==> src/rtl/register_file_rename.sv <==
// Architectural register file with per-register ROB rename tags.
// Combinational operand reads with commit bypass; commit, issue and rollback update on clk_in.
module register_file_rename #(
   parameter int unsigned REG_NUM  = 32,
   parameter int unsigned DATA_W   = 32,
   parameter int unsigned ROB_ID_W = 6
) (
   input  logic                       clk_in,
   input  logic                       rst_in,
   input  logic                       rdy_in,
   input  logic [$clog2(REG_NUM)-1:0] rs1_from_dispatcher,
   input  logic [$clog2(REG_NUM)-1:0] rs2_from_dispatcher,
   output logic [DATA_W-1:0]          V1_to_dispatcher,
   output logic [ROB_ID_W-1:0]        Q1_to_dispatcher,
   output logic [DATA_W-1:0]          V2_to_dispatcher,
   output logic [ROB_ID_W-1:0]        Q2_to_dispatcher,
   input  logic                       enable_from_dispatcher,
   input  logic [$clog2(REG_NUM)-1:0] rd_from_dispatcher,
   input  logic [ROB_ID_W-1:0]        rob_id_from_dispatcher,
   input  logic                       commit_flag,
   input  logic [$clog2(REG_NUM)-1:0] rd_from_rob,
   input  logic [DATA_W-1:0]          V_from_rob,
   input  logic [ROB_ID_W-1:0]        Q_from_rob,
   input  logic                       rollback_flag,
   output logic [31:0]                commit_count_out
);

   localparam int unsigned IDX_W = $clog2(REG_NUM);
   localparam int unsigned CNT_W = 32;

   logic [DATA_W-1:0]   value_q [REG_NUM];
   logic [DATA_W-1:0]   value_d [REG_NUM];
   logic [ROB_ID_W-1:0] tag_q   [REG_NUM];
   logic [ROB_ID_W-1:0] tag_d   [REG_NUM];
   logic [CNT_W-1:0]    count_q;
   logic [CNT_W-1:0]    count_d;

   logic commit_wr_c;
   logic issue_wr_c;
   logic hit1_c;
   logic hit2_c;

   assign commit_wr_c = commit_flag && (rd_from_rob != IDX_W'(0));
   assign issue_wr_c  = enable_from_dispatcher && !rollback_flag
                        && (rd_from_dispatcher != IDX_W'(0));

   // Bypass only when the committing entry is the register's current producer.
   assign hit1_c = (tag_q[rs1_from_dispatcher] != ROB_ID_W'(0)) && commit_flag
                   && (rd_from_rob == rs1_from_dispatcher)
                   && (Q_from_rob == tag_q[rs1_from_dispatcher]);
   assign hit2_c = (tag_q[rs2_from_dispatcher] != ROB_ID_W'(0)) && commit_flag
                   && (rd_from_rob == rs2_from_dispatcher)
                   && (Q_from_rob == tag_q[rs2_from_dispatcher]);

   always_comb begin
      V1_to_dispatcher = value_q[rs1_from_dispatcher];
      Q1_to_dispatcher = tag_q[rs1_from_dispatcher];
      if (rs1_from_dispatcher == IDX_W'(0)) begin
         V1_to_dispatcher = '0;
         Q1_to_dispatcher = '0;
      end else if (hit1_c) begin
         V1_to_dispatcher = V_from_rob;
         Q1_to_dispatcher = '0;
      end
   end

   always_comb begin
      V2_to_dispatcher = value_q[rs2_from_dispatcher];
      Q2_to_dispatcher = tag_q[rs2_from_dispatcher];
      if (rs2_from_dispatcher == IDX_W'(0)) begin
         V2_to_dispatcher = '0;
         Q2_to_dispatcher = '0;
      end else if (hit2_c) begin
         V2_to_dispatcher = V_from_rob;
         Q2_to_dispatcher = '0;
      end
   end

   // Next state: commit first, then rollback/issue so issue overrides a tag clear.
   always_comb begin
      value_d = value_q;
      tag_d   = tag_q;
      count_d = count_q;
      if (rdy_in) begin
         if (commit_flag) begin
            count_d = count_q + CNT_W'(1);
         end
         if (commit_wr_c) begin
            value_d[rd_from_rob] = V_from_rob;
            if (tag_q[rd_from_rob] == Q_from_rob) begin
               tag_d[rd_from_rob] = '0;
            end
         end
         if (rollback_flag) begin
            for (int i = 0; i < int'(REG_NUM); i++) begin
               tag_d[i] = '0;
            end
         end else if (issue_wr_c) begin
            tag_d[rd_from_dispatcher] = rob_id_from_dispatcher;
         end
      end
   end

   always_ff @(posedge clk_in or negedge rst_in) begin
      if (!rst_in) begin
         for (int i = 0; i < int'(REG_NUM); i++) begin
            value_q[i] <= '0;
            tag_q[i]   <= '0;
         end
         count_q <= '0;
      end else begin
         value_q <= value_d;
         tag_q   <= tag_d;
         count_q <= count_d;
      end
   end

   assign commit_count_out = count_q;

endmodule
==> config.mk <==
export PLATFORM = sky130hd
export DESIGN_NAME = register_file_rename
export DESIGN_NICKNAME = d
export VERILOG_FILES = /design/src/rtl/register_file_rename.sv
export SDC_FILE = /design/constraint.sdc
export NUM_CORES = 2
export LEC_CHECK = 0
export ABC_AREA = 1
export ABC_CLOCK_PERIOD_IN_PS = 2800
export CAP_MARGIN = 25
export CORE_UTILIZATION = 30
export DETAILED_ROUTE_END_ITERATION = 8
export SLEW_MARGIN = 30
export SYNTH_ARGS = -nofsm -noshare
export SYNTH_HDL_FRONTEND = slang
export SYNTH_SLANG_ARGS = --single-unit
==> constraint.sdc <==
create_clock -name clk_in -period 2.8 [get_ports clk_in]
set_input_delay 0.56 -clock clk_in [delete_from_list [all_inputs] [get_ports clk_in]]
set_output_delay 0.56 -clock clk_in [all_outputs]
set_load 0.02 [all_outputs]
---- Word-level counts from Yosys, hierarchy flattened ----
Cells that the tools add are included.
storage, ports and cells
  bits in registers ....................... 1248
  logic and storage cells ................. 139
  input port bits ......................... 70
  output and inout port bits .............. 108
cells by class
  order comparisons ....................... 6
  mux-type cells .......................... 36
  reductions and logical operators ........ 20
  equality and inequality tests ........... 5
  add/sub/neg operators ................... 1
  bitwise operators ....................... 6
operators with widths
  operator                 number
  $bwmux W1024             1
  $mux W192                5
  $bmux W32 S5             2
  $mux W32                 9
  $and A192 B192 Y192      1
  $bwmux W192              1
  $not A192 Y192           1
  $demux W32 S5            1
  $bmux W6 S5              3
  $mux W6                  12
  $demux W6 S5             2
  $add A32 B1 Y32 const B  1
  $ge A6 B6 Y1 const B     4
  $not A5 Y6               4
  $eq A6 B6 Y1             3
  $lt A6 B1 Y1 const B     2
  $reduce_bool A6 Y1       2
  $logic_and A1 B1 Y1      11
  $eq A5 B5 Y1             2
  $logic_not A5 Y1         2
  $reduce_bool A5 Y1       2
  $reduce_and A2 Y1        2
  $logic_not A1 Y1         1

---- Longest topological paths before layout ----
  word-level depth ........................ 13
  depth in mapped cells ................... 21
  depth with buffers taken out ............ 19

---- Least setup slack after synthesis ----
No wires, ideal clock.
  path type ............................... input port to output port
  start point ............................. in rs2_from_dispatcher[2]
  end point ............................... out V2_to_dispatcher[30]
  path slack .............................. -0.258 ns
  arrival time ............................ 2.498 ns
  buffers on the path ..................... 4
  required time ........................... 2.240 ns
  stages .................................. 17
  cells stage by stage .................... buf_2 > inv_1 > buf_2 > buf_2 > nand3_1 > nand2_1 > nand2_1 > nand3_1 > nand2_1 > nand2_1 > nand2_1 > nor2_1 > nand3_1 > nor2_4 > buf_4 > nor2_1 > nor2_1
between the ends
  longest elaborated chain between the ends .. 10
  elaborated cells on any way between the ends .. 16
  those cells by class .................... eq/ne: 2; mux: 8; bitwise: 1; reduce/logical: 5
RTL lines
  item                                         RTL line    text
  start, declared                              12          input logic [$clog2(REG_NUM)-1:0] rs2_from_dispatcher,
  $not A5 Y6 (not written as such)             51, 53, 68
  $bmux W6 S5                                  51, 53
  $mux W6 (not written as such) (2 in series)  51, 53
  $reduce_bool A6 Y1                           51          assign hit2_c = (tag_q[rs2_from_dispatcher] != ROB_ID_W'(0)) && commit_flag
  $logic_and A1 B1 Y1                          51
  $logic_and A1 B1 Y1                          52          && (rd_from_rob == rs2_from_dispatcher)
  $logic_and A1 B1 Y1                          53          && (Q_from_rob == tag_q[rs2_from_dispatcher]);
  $mux W32                                     73          end else if (hit2_c) begin
  $mux W32 (*)                                 70          if (rs2_from_dispatcher == IDX_W'(0)) begin
  end, declared                                15          output logic [DATA_W-1:0] V2_to_dispatcher,
Every way passes the cells marked *; elsewhere a longest branch is shown, timed or not. The select of a mux whose other input is x is not followed.

---- Worst setup path after layout ----
  start point ............................. reg tag_q[89] in the netlist's numbering
  end point ............................... out V2_to_dispatcher[12]
between the ends
  longest elaborated chain between the ends .. 9
  elaborated cells on any way between the ends .. 10
  those cells by class .................... eq/ne: 1; mux: 5; reduce/logical: 4
RTL lines
  item                                             RTL line  text
  start, declared                                  33        logic [ROB_ID_W-1:0] tag_q [REG_NUM];
  start signal, assigned                           113       tag_q <= tag_d;
  $bmux W6 S5 (*)                                  51, 53
  $mux W6 (not written as such) (*) (2 in series)  51, 53
  $reduce_bool A6 Y1                               51
  $logic_and A1 B1 Y1                              51
  $logic_and A1 B1 Y1                              52
  $logic_and A1 B1 Y1 (*)                          53
  $mux W32 (*)                                     73
  $mux W32 (*)                                     70
Marked as above.

==> impl_metrics.json <==
{
  "vias": 82680,
  "p_per_area_nw_per_um2": 542.0,
  "wl_mm": 340.8,
  "hp-class": "input pin to flop",
  "hold_depth": 5,
  "grt_overflow": 0,
  "synth_edf_count": 0,
  "nets": 11870,
  "ys_top_cells_by_area": "dfrtp_1 (41%), nand2_1 (20%), o21ai_0 (10%)",
  "gp_congestion": 1.015,
  "ys_ff_latch": 1248,
  "detail_route.first_pass.iterations": 8,
  "combPwrFrac_pct": 19.9,
  "clk_latency_ns": 0.84,
  "setup_viol": 76,
  "dpl.cell_count": 14880,
  "slew_violations": 0,
  "pwr-share-clk_pct": 39.5,
  "cts_buffers": 150,
  "violations": "setup timing",
  "status": "finished, violations left",
  "grt_use_total_pct": 25.96,
  "post-dp-hpwl_mm": 216.6,
  "p_leak_nw": 45.43,
  "syn-num-nets": 11310,
  "synth_flop_cell": "dfrtp_1",
  "routed_via_density": 5.415,
  "cp.required_ns": 2.24,
  "grt_pass1_vias": 76340,
  "die_h_um": 504.4,
  "syn_inst": 11240,
  "nFillCells": 25830,
  "synthMuxAreaShare_pct": 0,
  "fmax_mhz": 241.2,
  "crit_path_start_kind": "flop",
  "drive_gt1_share_pct": 17.64,
  "stdcell_count": 15270,
  "multi_input_area_um2": 40330,
  "stdcell_area_um2": 97600,
  "crit_path_end_kind": "output port",
  "design.core.area_um2": 251200,
  "synthAdderAreaFrac_pct": 0.01652,
  "synthArstFlopShare_pct": 100.0,
  "numClockSinks": 1248,
  "wire_per_inst_um": 22.32,
  "die_width_um": 504.4,
  "fin_skew_ns": 0.03891,
  "synth-xor-area-share_pct": 0.3470,
  "port_buffers": 177,
  "ctsHtreeMaxLevel": 4,
  "fp-row-count": 184,
  "grt_pass1_wl_mm": 504.9,
  "fin_crit_sh_pct": 148.0,
  "dieArea_um2": 254400,
  "drv_cap": 0,
  "synth_top_area_share_pct": 41.24,
  "clockBufferDepth": 3,
  "clk_pin_slew_worst_paths_ns": 0.06,
  "netlist-cell-type-count": 48,
  "drc": 0,
  "irDropWorstVdd_mv": 0.8044,
  "worstPathMaxFanout": 5,
  "setup_ws_ns": -1.345,
  "netlist_area_um2": 75730,
  "relSlewSlack_pct": 41.14,
  "rsz0062_at_grt": "true",
  "cts_tree": "yes",
  "rr_worst_depth": 21,
  "ff_latch_area_um2": 31240,
  "synth_warnings": 0,
  "start_util_pct": 30.15,
  "p_seq_share_pct": 40.6,
  "synth.avg_cell_area_um2": 6.736,
  "synth-seq-area-share_pct": 41.24,
  "synth_top_area_cell": "dfrtp_1",
  "grt_max_degree": 147,
  "ios": 178,
  "synth_top_family_by_area": "simple AND/OR/NAND/NOR gates",
  "antenna_left": 0,
  "tightest_slew_ns": 0.8829,
  "min_period_ns": 4.145,
  "synth_compound_area_share_pct": 21.47,
  "intPower_mw": 36.21,
  "place_area_um2": 88660,
  "critPathArrivalTime_ns": 3.59,
  "cts_root_buffer": "clkbuf_16",
  "critical_path_class": "flop to output port",
  "yosys.area_share.simple_pct": 28.33,
  "power.switching_mw": 16.68,
  "syn_to_final_growth_pct": 28.88,
  "first_iter_violations": 11630,
  "swShare_pct": 31.53,
  "hold_viol_final": 0,
  "antenna_found_initial": 11
}
==> power groups by stage <==
stage	logic [mW]	registers (mW)	clock network [mW]
floorplan	5.56	21.4	0
global placement	9.53	21.7	0
detailed placement	9.66	21.7	0
CTS	10.2	21.4	21.1
global route	11.5	21.7	21.8
finish	10.5	21.5	20.9
==> state kept, by name, indices dropped and copies added (netlist names) <==
signal            count
value_q            1024
tag_q               192
commit_count_out     32
==> per-stage QoR <==
stage	hold WS (ns)	power (mW)	setup WS, ns	utilization (%)	setup TNS [ns]
after global routing	0.2217	54.98	-1.363	38.86	-95.48
after global placement	0.3646	31.20	-1.755	35.30	-824.64
after detailed placement	0.3656	31.33	-1.749	35.30	-846.92
final	0.2010	52.89	-1.345	38.86	-91.17
after floorplan	0.2644	26.95	-0.1082	-	-5.406
after CTS	0.1638	52.63	-1.224	38.51	-82.61
==> final timing paths <==
check,start,endpoint,slack [ns]
min,rdy_in,commit_count_out[1]$_DFFE_PN0P_,0.20
max reg2reg,tag_q[136]$_DFFE_PN0P_,tag_q[48]$_DFFE_PN0P_,0.16
max in group asynchronous,rst_in,value_q[960]$_DFFE_PN0P_,1.53
max,tag_q[89]$_DFFE_PN0P_,V2_to_dispatcher[12],-1.35
min in group asynchronous,rst_in,tag_q[140]$_DFFE_PN0P_,0.28
min reg2reg,value_q[992]$_DFFE_PN0P_,value_q[992]$_DFFE_PN0P_,0.38
==> cell usage after synthesis (all sizes together) (24+ instances only) <==
master,instances
a211oi,105
a21oi,1176
a221oi,42
a31oi,37
buf,345
clkbuf,631
dfrtp,1248
inv,598
nand2,3969
nand3,716
nor2,585
nor3,24
o21ai,1550
o31ai,65
==> cell usage in the layout (no fill, tap or decap), drive strengths merged <==
master,instances
a221oi,42
or2,2
nor4,3
a211oi,105
clkdlybuf4s50,86
or3,1
dfrtp,1248
a31oi,37
a21oi,1176
nand3,716
nor3,24
bufbuf,4
a22oi,11
nand4,14
a32oi,23
clkinv,36
a221o,7
diode,3
o21ai,1550
buf,1279
o211ai,23
bufinv,12
clkinvlp,5
ha,1
clkbuf,225
o221ai,1
o31ai,65
dlymetal6s2s,3
o2111a,1
nor2,585
nand2,3969
nor3b,1
xnor2,10
o21ba,1
o22ai,22
inv,602
xor2,20
and3,1
o311ai,5
dlygate4sd3,1
==> metal layers <==
| layer | global-route usage [%] | up-vias | routed length, um | share of wire, % |
|---|---|---|---|---|
| li1 | - | 37980 | - | - |
| met1 | 34.38 | 39080 | 136500 | 40 |
| met2 | 39.46 | 4670 | 148300 | 44 |
| met4 | 14.79 | 12 | 21240 | 6.2 |
| met3 | 4.996 | 940 | 34600 | 10 |
| met5 | 0 | - | 85 | 0.025 |
==> cell families after synthesis <==
group / after synthesis
buffers and inverters: 1578
flip-flops: 1248
AND/OR/NAND/NOR: 5316
XOR/XNOR: 30
AO/OA/AOI/OAI: 3069
adder cells (fa/ha/maj): 1
==> worst max-delay path, stage by stage (launching register included) <==
cell and delay [ns]:
dfrtp_1 0.42, buf_4 0.15, buf_4 0.13, nand2_1 0.06
nand3_1 0.10, nand3_2 0.12, nand2_1 0.06, nand2_1 0.08
nand3_2 0.09, nand3_2 0.08, nand2_2 0.08, nor2_4 0.16
nand3_2 0.12, nor2_4 0.19, buf_12 0.18, buf_8 0.13
buf_12 0.12, buf_16 0.13, nor2_4 0.04, nor2_4 0.12
buf_6 0.15
==> cell type report <==
| cell class | instances | share of cell area (%) |
|---|---|---|
| diodes | 3 | 0.007692 |
| multi-input cells | 8416 | 41.32 |
| flip-flops and latches | 1248 | 32.01 |
| well taps | 3348 | 4.292 |
| clock buffers | 217 | 4.581 |
| clock inverters | 53 | 0.7577 |
| inverters | 602 | 2.404 |
| repair buffers | 1381 | 14.63 |
==> timing repair <==
action / in CTS / in global routing
hold buffers: 1 / 0
buffers inserted: 90 / 27
resized for setup: 803 / 198
endpoints found under the hold margin: 46 / 0
pin swaps: 109 / 105
cloned: 15 / 5
endpoints found under the setup margin: 262 / 262
No activity file was read; power rests on OpenSTA's default activity.
